**src/rtl/apb_pkg.sv**
```systemverilog
// Shared types and defaults for the multi-slave APB4 master bridge.
// Build option: APB_TIMEOUT_EN (consumed by apb_master_mc).
package apb_pkg;

  typedef enum logic [1:0] {
    IDLE   = 2'd0,
    SETUP  = 2'd1,
    ACCESS = 2'd2
  } apb_state_t;

  localparam int DEF_ADDR_W      = 8;
  localparam int DEF_DATA_W      = 8;
  localparam int DEF_NUM_SLAVES  = 3;
  localparam int DEF_REGION_BITS = 6;
  localparam int DEF_TIMEOUT     = 16;

  function automatic int strb_w(input int data_w);
    return data_w / 8;
  endfunction

  // Slave index width; kept at least 1 so a single-slave build still has a bit.
  function automatic int sel_w(input int num_slaves);
    return (num_slaves > 1) ? $clog2(num_slaves) : 1;
  endfunction

endpackage

```
**src/rtl/apb_addr_decode.sv**
```systemverilog
// Combinational region decoder: slave index, one-hot select and decode error
// from a byte address split into 2**REGION_BITS sized windows.
module apb_addr_decode
  import apb_pkg::*;
#(
  parameter int ADDR_W      = DEF_ADDR_W,
  parameter int NUM_SLAVES  = DEF_NUM_SLAVES,
  parameter int REGION_BITS = DEF_REGION_BITS,
  parameter int SEL_W       = sel_w(DEF_NUM_SLAVES)
) (
  input  logic [ADDR_W-1:0]     i_addr,
  output logic [SEL_W-1:0]      o_idx,
  output logic [NUM_SLAVES-1:0] o_sel,
  output logic                  o_dec_err
);

  logic [ADDR_W-1:0] w_region;

  assign w_region  = i_addr >> REGION_BITS;
  assign o_dec_err = (w_region >= ADDR_W'(NUM_SLAVES));
  assign o_idx     = w_region[SEL_W-1:0];

  always_comb begin
    o_sel = '0;
    for (int i = 0; i < NUM_SLAVES; i++) begin
      o_sel[i] = !o_dec_err && (w_region == ADDR_W'(i));
    end
  end

endmodule

```
**src/rtl/apb_master_mc.sv**
```systemverilog
// Multi-slave APB4 master bridge: one command at a time, SETUP/ACCESS with
// wait states, byte strobes and error capture. Option: APB_TIMEOUT_EN.
module apb_master_mc
  import apb_pkg::*;
#(
  parameter int ADDR_W      = DEF_ADDR_W,
  parameter int DATA_W      = DEF_DATA_W,
  parameter int NUM_SLAVES  = DEF_NUM_SLAVES,
  parameter int REGION_BITS = DEF_REGION_BITS,
  parameter int TIMEOUT     = DEF_TIMEOUT
) (
  input  logic                         PCLK,
  input  logic                         PRESET,
  input  logic                         req_valid,
  output logic                         req_ready,
  input  logic                         req_write,
  input  logic [ADDR_W-1:0]            req_addr,
  input  logic [DATA_W-1:0]            req_wdata,
  input  logic [DATA_W/8-1:0]          req_strb,
  output logic                         rsp_valid,
  output logic [DATA_W-1:0]            rsp_rdata,
  output logic                         rsp_err,
  output logic [ADDR_W-1:0]            PADDR,
  output logic [NUM_SLAVES-1:0]        PSEL,
  output logic                         PENABLE,
  output logic                         PWRITE,
  output logic [DATA_W-1:0]            PWDATA,
  output logic [DATA_W/8-1:0]          PSTRB,
  input  logic [NUM_SLAVES*DATA_W-1:0] PRDATA,
  input  logic [NUM_SLAVES-1:0]        PREADY,
  input  logic [NUM_SLAVES-1:0]        PSLVERR,
  output apb_state_t                   o_dbg_state
);

  localparam int STRB_W = strb_w(DATA_W);
  localparam int SEL_W  = sel_w(NUM_SLAVES);

  apb_state_t              r_state, w_state_nxt;
  logic [SEL_W-1:0]        r_idx, w_idx;
  logic [NUM_SLAVES-1:0]   w_sel, r_psel;
  logic                    w_dec_err, w_accept, w_ready, w_slverr, w_timeout;
  logic [DATA_W-1:0]       w_slice;
  logic [ADDR_W-1:0]       r_paddr;
  logic                    r_penable, r_pwrite;
  logic [DATA_W-1:0]       r_pwdata, r_rsp_rdata;
  logic [STRB_W-1:0]       r_pstrb;
  logic                    r_rsp_valid, r_rsp_err;

  apb_addr_decode #(
    .ADDR_W      (ADDR_W),
    .NUM_SLAVES  (NUM_SLAVES),
    .REGION_BITS (REGION_BITS),
    .SEL_W       (SEL_W)
  ) u_decode (
    .i_addr    (req_addr),
    .o_idx     (w_idx),
    .o_sel     (w_sel),
    .o_dec_err (w_dec_err)
  );

  // Command handshake: a command transfers on the edge where req_valid and
  // req_ready are both high; ready is only offered in IDLE and never in reset.
  assign req_ready = (r_state == IDLE) && !PRESET;
  assign w_accept  = req_valid && req_ready;
  // Masking with the live select ignores ready/error from unselected slaves.
  assign w_ready   = |(PREADY & r_psel);
  assign w_slverr  = |(PSLVERR & r_psel);
  assign w_slice   = PRDATA[r_idx*DATA_W +: DATA_W];

`ifdef APB_TIMEOUT_EN
  localparam int CNT_W = $clog2(TIMEOUT + 1);
  logic [CNT_W-1:0] r_to_cnt;

  // Fires on the TIMEOUT-th stalled ACCESS cycle; a same-cycle PREADY wins.
  assign w_timeout = (r_state == ACCESS) && !w_ready && (r_to_cnt == CNT_W'(TIMEOUT - 1));

  always_ff @(posedge PCLK) begin
    if (PRESET || r_state != ACCESS) begin
      r_to_cnt <= '0;
    end else if (!w_ready && !w_timeout) begin
      r_to_cnt <= r_to_cnt + 1'b1;
    end
  end
`else
  assign w_timeout = 1'b0;
`endif

  always_comb begin
    w_state_nxt = r_state;
    case (r_state)
      IDLE:    if (w_accept && !w_dec_err) w_state_nxt = SETUP;
      SETUP:   w_state_nxt = ACCESS;
      ACCESS:  if (w_ready || w_timeout) w_state_nxt = IDLE;
      default: w_state_nxt = IDLE;
    endcase
  end

  always_ff @(posedge PCLK) begin
    if (PRESET) r_state <= IDLE;
    else        r_state <= w_state_nxt;
  end

  always_ff @(posedge PCLK) begin
    if (PRESET) begin
      r_psel      <= '0;
      r_penable   <= 1'b0;
      r_pwrite    <= 1'b0;
      r_paddr     <= '0;
      r_pwdata    <= '0;
      r_pstrb     <= '0;
      r_idx       <= '0;
      r_rsp_valid <= 1'b0;
      r_rsp_err   <= 1'b0;
      r_rsp_rdata <= '0;
    end else begin
      r_rsp_valid <= 1'b0;
      r_rsp_err   <= 1'b0;
      r_rsp_rdata <= '0;
      case (r_state)
        IDLE: begin
          if (w_accept && w_dec_err) begin
            r_rsp_valid <= 1'b1;
            r_rsp_err   <= 1'b1;
          end else if (w_accept) begin
            r_psel   <= w_sel;
            r_paddr  <= req_addr;
            r_pwrite <= req_write;
            r_pwdata <= req_wdata;
            r_pstrb  <= req_write ? req_strb : '0;
            r_idx    <= w_idx;
          end
        end
        SETUP: r_penable <= 1'b1;
        ACCESS: begin
          if (w_ready || w_timeout) begin
            r_psel      <= '0;
            r_penable   <= 1'b0;
            r_rsp_valid <= 1'b1;
            r_rsp_err   <= w_ready ? w_slverr : 1'b1;
            r_rsp_rdata <= (w_ready && !r_pwrite && !w_slverr) ? w_slice : '0;
          end
        end
        default: ;
      endcase
    end
  end

  assign PSEL        = r_psel;
  assign PENABLE     = r_penable;
  assign PWRITE      = r_pwrite;
  assign PADDR       = r_paddr;
  assign PWDATA      = r_pwdata;
  assign PSTRB       = r_pstrb;
  assign rsp_valid   = r_rsp_valid;
  assign rsp_err     = r_rsp_err;
  assign rsp_rdata   = r_rsp_rdata;
  assign o_dbg_state = r_state;

endmodule

```
**config.mk**
```make
export PLATFORM = sky130hd
export DESIGN_NAME = apb_master_mc
export DESIGN_NICKNAME = d
export VERILOG_FILES = /design/src/rtl/apb_pkg.sv /design/src/rtl/apb_addr_decode.sv /design/src/rtl/apb_master_mc.sv
export SDC_FILE = /design/constraint.sdc
export NUM_CORES = 1
export LEC_CHECK = 0
export CORE_AREA = 5 5 67 69
export DETAILED_ROUTE_END_ITERATION = 10
export DIE_AREA = 0 0 72 74
export PLACE_DENSITY = 0.82
export SLEW_MARGIN = 20
export SYNTH_ARGS = -nofsm -noshare
export SYNTH_HDL_FRONTEND = slang
export SYNTH_SLANG_ARGS = --single-unit
```
**constraint.sdc**
```tcl
create_clock -name PCLK -period 4.71 [get_ports PCLK]
set_input_delay 0.942 -clock PCLK [delete_from_list [all_inputs] [get_ports PCLK]]
set_output_delay 0.942 -clock PCLK [all_outputs]
set_load 0.01 [all_outputs]
```
==> flow_metrics.env, run 1 <==
export IMPL_drc=0
export IMPL_critPathLaunch="PRESET"
export IMPL_pin_count=86
export IMPL_dpl_cell_area_um2=2310
export IMPL_critPathKind="input pin to output pin"
export IMPL_cts_setup_buffers=0
export IMPL_layout_common_cells="85 x clkdlybuf4s50_1, 34 x dfxtp_1, 26 x a21oi_1"
export IMPL_cpMostUsedCell="clkdlybuf4s50_1"
export IMPL_synth_seq_cells=34
export IMPL_n_antenna_cell=0
export IMPL_power_uw=674
export IMPL_clkTransAtPathRegs_ns=0.06
export IMPL_drive_gt1_frac=0.0894
export IMPL_routed_wl_mm=4.20
export IMPL_ant_nets=0
export IMPL_synth_edff_count=0
export IMPL_syn_nets=216
export IMPL_ys_types=30
export IMPL_ys_flop_type="dfxtp_1"
export IMPL_finalSetupTns_ns=0
export IMPL_final_common_cell="clkdlybuf4s50_1"
export IMPL_synth_top_family_by_area="compound AO/OA/AOI/OAI gates"
export IMPL_multi_input_area_um2=699
export IMPL_cts_tree="done"
export IMPL_netlist_top_cells_area="dfxtp_1 47%, a21oi_1 9.0%, o21ai_0 5.9%"
export IMPL_slowest_delay_ns=0.57
export IMPL_postSynthCellCount=165
export IMPL_busiest_layer="met2"
export IMPL_endpoint_kind="output pin"
export IMPL_max_freq_mhz=332
export IMPL_crit_path_max_fanout=2
export IMPL_p_leak_nw=0.869
export IMPL_synth_warnings=0
export IMPL_status="finished clean"
export IMPL_synthesis_area_um2=1450
export IMPL_p_int_uw=523
export IMPL_postCtsResizedCells=0
export IMPL_grt_antenna_before_repair=0
export IMPL_grt_pass1_vias=1475
export IMPL_syn_avg_cell_area_um2=8.80
export IMPL_critical_path_top_delay_family="buffers and inverters"
export IMPL_clockBufferDepth=2
export IMPL_final_nets=296
export IMPL_relSlewSlack=0.382
export IMPL_vdd_drop_max_mv=0.151
export IMPL_p_sw_frac=0.224
export IMPL_grt_setup_unrepaired="no"
export IMPL_use_met2=0.261
export IMPL_tightest_slew_ns=0.924
export IMPL_yosys_area_share_xor_xnor=0
export IMPL_seq_area_frac_synth=0.469
export IMPL_initial_utilization=0.377
export IMPL_critPathSlowestCell="clkdlybuf4s50_1"
export IMPL_core_area_um2=3860
export IMPL_via_per_inst=5.12
export IMPL_grt_remaining_overflow=0
export IMPL_drv_slew=0
export IMPL_dieArea_um2=5330
export IMPL_die_w_um=72
export IMPL_clockRootBuffer="clkbuf_8"
export IMPL_fin_area_um2=2420
export IMPL_fillers=351
export IMPL_startpoint_type="input pin"
export IMPL_worstHoldStart="PWDATA[6]"
export IMPL_grt_use_met1=0.196
export IMPL_vias=1516
export IMPL_switching_power_uw=151
export IMPL_synth_adder_area_share=0
export IMPL_setup_viol=0
export IMPL_hpwl_mm=3.14
export IMPL_pwr_share_clk=0.359
export IMPL_pwr_share_comb=0.183
export IMPL_layout_min_cycle_time_ns=3.01
export IMPL_power_per_cell_area_nw_per_um2=278
export IMPL_synth_simple_area_share=0.209
export IMPL_synth_top_cell_area_share=0.469
export IMPL_ys_async_sr_fraction=0
export IMPL_syn_to_final_growth_pct=66.8
export IMPL_whs_ns=0.479
export IMPL_synthMuxAreaShare=0.0551
export IMPL_synth_area_leader_cell="dfxtp_1"
export IMPL_wl_per_cell_um=14.2
export IMPL_worst_skew_pair_late_latency_ns=0.28
export IMPL_cts_buffers=5
export IMPL_synth_compound_area_frac=0.211
export IMPL_ff_latch_area_um2=681
export IMPL_grt_max_degree=26
export IMPL_crit_path_cell_trace="clkdlybuf4s50_1, nor3_1, clkdlybuf4s50_1"
export IMPL_drt_iter0_drc=62
export IMPL_post_route_period_util=0.639
export IMPL_fin_skew_ns=0.00334
export IMPL_cap_violations=0
export IMPL_worst_ep_required_time_ns=3.77
export IMPL_crit_buf_inv=2
export IMPL_use_met3=0.0608
export IMPL_num_rows=23
export IMPL_die_h_um=74
export IMPL_hold_buffers=0
export IMPL_cts_sinks=34
export IMPL_drt_pass1_iter_count=4
export IMPL_seqPwrFrac=0.459
export IMPL_hp_class="flip-flop to flip-flop"
export IMPL_place_gp_congestion=0.766
export IMPL_r2r_start="o_dbg_state[0]"
export IMPL_grt_pass1_wl_mm=6.69
export IMPL_cts_max_level=2
export IMPL_hold_viol=0
export IMPL_portBuffers=85
export IMPL_arrival_ns=2.07
export IMPL_grt_use_total=0.161
==> per-layer routing <==
metal	wire (um)	up-vias
li1	-	748
met1	1780	685
met2	1910	72
met3	416	11
met4	93	0
met5	0	-
==> cells in the mapped netlist (all sizes together), types with 3 or more instances <==
library cell,instances
clkbuf,7
or2,8
nor2,7
dfxtp,34
inv,3
buf,6
mux2i,8
nand2,9
nor2b,3
nand3,15
o21ai,17
a21oi,26
nor3,4
==> layout make-up <==
type / count / area share
multi-input cells: 115 / 0.289
well taps: 50 / 0.0258
repair buffers: 86 / 0.354
clock buffers: 8 / 0.0455
flip-flops and latches: 34 / 0.281
inverters: 3 / 0.00465
==> sequential cells by signal (all words and copies together) (netlist names) <==
signal       count
PWDATA           8
rsp_rdata        8
PADDR            6
PSEL             3
o_dbg_state      2
r_idx            2
PENABLE          1
PSTRB            1
PWRITE           1
rsp_err          1
rsp_valid        1
==> cell families (layout without fill, tap and decap cells) <==
logic type,count (synthesis),count (layout)
AO/OA/AOI/OAI,52,52
multiplexers,8,8
flip-flops,34,34
buffers and inverters,16,97
AND/OR/NAND/NOR,55,55
==> per-stage QoR <==
step	worst slack (ns)	util	instances
global route	1.60	0.628	296
finish	1.70	0.628	296
global placement	1.71	0.600	288
CTS	1.69	0.628	296
detailed placement	1.70	0.600	288
floorplan	2.18	-	165
==> power groups by stage <==
stage                     registers [mW]  clock network [mW]  logic (mW)
after CTS                          0.309               0.254       0.124
after global placement             0.315                   0       0.122
final                              0.309               0.242       0.123
after global routing               0.311               0.266       0.134
after detailed placement           0.316                   0       0.123
after floorplan                    0.315                   0      0.0508
==> worst paths after layout <==
check	to	slack [ns]	cells past startpoint
worst max-delay path	req_ready	1.70	3
worst min-delay path	PWDATA[6]	0.48	2
worst max register to register	PSEL[0]	2.95	3
worst min register to register	PWDATA[6]	0.48	2
==> tightest hold or removal path, cell delays in order (launching register included) <==
cell and delay (ns):
dfxtp_1 0.31, o21ai_0 0.06, a21oi_1 0.06
(Power assumes the default switching activity.)
==> run 2: changes to the inputs <==
--- a/config.mk
+++ b/config.mk
@@ -5,10 +5,10 @@
 export SDC_FILE = /design/constraint.sdc
 export NUM_CORES = 1
 export LEC_CHECK = 0
-export CORE_AREA = 5 5 67 69
+export CORE_AREA = 5 5 73 75
 export DETAILED_ROUTE_END_ITERATION = 10
-export DIE_AREA = 0 0 72 74
-export PLACE_DENSITY = 0.82
+export DIE_AREA = 0 0 78 80
+export PLACE_DENSITY = 0.73
 export SLEW_MARGIN = 20
 export SYNTH_ARGS = -nofsm -noshare
 export SYNTH_HDL_FRONTEND = slang
==> constraint.sdc (replaced) <==
create_clock -name PCLK -period 2.6 [get_ports PCLK]
set_input_delay 0.52 -clock PCLK [delete_from_list [all_inputs] [get_ports PCLK]]
set_output_delay 0.52 -clock PCLK [all_outputs]
set_load 0.01 [all_outputs]
==> flow_metrics.env, run 2 (synthesis gave the netlist of run 1 again) <==
export IMPL_arrival_ns=1.68
export IMPL_dpl_cell_area_um2=2360
export IMPL_place_inst=298
export IMPL_crit_path_max_fanout=3
export IMPL_startpoint_type="input pin"
export IMPL_final_nets=302
export IMPL_cts_tree="done"
export IMPL_grt_setup_unrepaired="no"
export IMPL_r2r_slack_ns=0.97
export IMPL_grt_pass1_vias=1479
export IMPL_preCtsSetupSlack_ns=0.394
export IMPL_post_route_period_util=0.846
export IMPL_endpoint_kind="output pin"
export IMPL_cts_buffers=5
export IMPL_crit_path_cell_trace="clkdlybuf4s50_1, nor3_1, clkdlybuf4s50_1"
export IMPL_layoutNonFillerInstCount=305
export IMPL_fin_skew_ns=0.00503
export IMPL_clkTransAtPathRegs_ns=0.07
export IMPL_cts_sinks=34
export IMPL_die_w_um=78
export IMPL_layout_min_cycle_time_ns=2.20
export IMPL_routed_wl_mm=4.54
export IMPL_clockRootBuffer="clkbuf_8"
export IMPL_postCtsResizedCells=0
export IMPL_highest_layer="met4"
export IMPL_dr_wl_met3_um=349
export IMPL_finalSetupTns_ns=0
export IMPL_drt_met1_wl_mm=2.06
export IMPL_hpwl_mm=3.29
export IMPL_core_area_um2=4600
export IMPL_ff_latch_area_um2=681
export IMPL_clockBufferDepth=2
export IMPL_hold_buffers=0
export IMPL_hp_class="flip-flop to flip-flop"
export IMPL_p_leak_nw=0.898
export IMPL_initial_utilization=0.316
export IMPL_wl_met2_mm=2.08
export IMPL_max_freq_mhz=454
export IMPL_ant_nets=0
export IMPL_slowest_delay_ns=0.57
export IMPL_syn_to_final_growth_pct=70.4
export IMPL_multi_input_area_um2=699
export IMPL_critPathKind="input pin to output pin"
export IMPL_pwr_share_comb=0.185
export IMPL_portBuffers=85
export IMPL_setup_ws_ns=0.399
export IMPL_num_rows=25
export IMPL_fin_area_um2=2470
export IMPL_drt_pass1_iter_count=4
export IMPL_power_per_cell_area_nw_per_um2=518
export IMPL_cts_setup_buffers=0
export IMPL_place_gp_congestion=0.770
export IMPL_drt_iter0_drc=102
export IMPL_wl_per_cell_um=14.9
export IMPL_tightest_slew_ns=0.558
export IMPL_critPathSlowestCell="clkdlybuf4s50_1"
export IMPL_fillers=437
export IMPL_pwr_share_clk=0.381
export IMPL_vdd_drop_max_mv=0.202
export IMPL_drive_gt1_frac=0.108
export IMPL_n_antenna_cell=0
export IMPL_power_mw=1.28
export IMPL_worst_ep_required_time_ns=2.08
export IMPL_grt_use_total=0.143
export IMPL_worst_skew_pair_late_latency_ns=0.28
export IMPL_setup_viol=0
export IMPL_seqPwrFrac=0.435
export IMPL_grt_pass1_wl_mm=7.07
export IMPL_relSlewSlack=0.627
export IMPL_hold_viol=0
export IMPL_dieArea_um2=6240
export IMPL_final_common_cell="clkdlybuf4s50_1"
export IMPL_cts_max_level=2
export IMPL_layout_common_cells="85 x clkdlybuf4s50_1, 34 x dfxtp_1, 26 x a21oi_1"
export IMPL_vias=1511
export IMPL_switching_power_uw=288
export IMPL_p_int_uw=994
export IMPL_p_sw_frac=0.225
export IMPL_grt_max_degree=25
export IMPL_die_h_um=80
export IMPL_status="finished clean"
export IMPL_via_per_inst=4.95
export IMPL_cap_violations=0
export IMPL_cpMostUsedCell="clkdlybuf4s50_1"
export IMPL_grt_antenna_before_repair=0
export IMPL_drc=0
export IMPL_pin_count=86
export IMPL_drv_slew=0
export IMPL_grt_remaining_overflow=0
[run 2: routing by layer]
layer  up-vias  track usage
li1        759            -
met2        56        0.229
met1       690        0.177
met5         -            0
met4         0       0.0405
met3         6       0.0553
[run 2: critical path, delay by kind of cell]
kind / cells / cell delay, ns
AND/OR/NAND/NOR: 1 / 0.15
buffers and inverters: 2 / 1.02
[run 2: power by group through the flow]
stage                     Clock, mW  Combinational, mW  Sequential (mW)
final                         0.488              0.237            0.557
after global routing          0.530              0.256            0.560
after CTS                     0.502              0.238            0.557
after detailed placement          0              0.237            0.569
after global placement            0              0.234            0.568
after floorplan                   0             0.0920            0.571
[run 2: cell type report]
cell class / instances / share of cell area
Multi-Input combinational cell: 115 / 0.283
Clock buffer: 6 / 0.0334
Sequential cell: 34 / 0.275
Timing Repair Buffer: 92 / 0.365
Tap cell: 54 / 0.0273
Inverter: 3 / 0.00455
Clock inverter: 1 / 0.0121
[run 2: per-stage QoR]
stage,util,hold WS (ns)
after floorplan,-,0.494
after CTS,0.538,0.475
after detailed placement,0.514,0.465
final,0.538,0.475
after global routing,0.538,0.500
after global placement,0.514,0.462
[run 2: final timing paths]
kind / startpoint / to / depth (start not counted)
max: PRESET / req_ready / 3
min: PADDR[0] / PADDR[0] / 2
max reg2reg: o_dbg_state[0] / PSEL[0] / 3
min reg2reg: PADDR[0] / PADDR[0] / 2
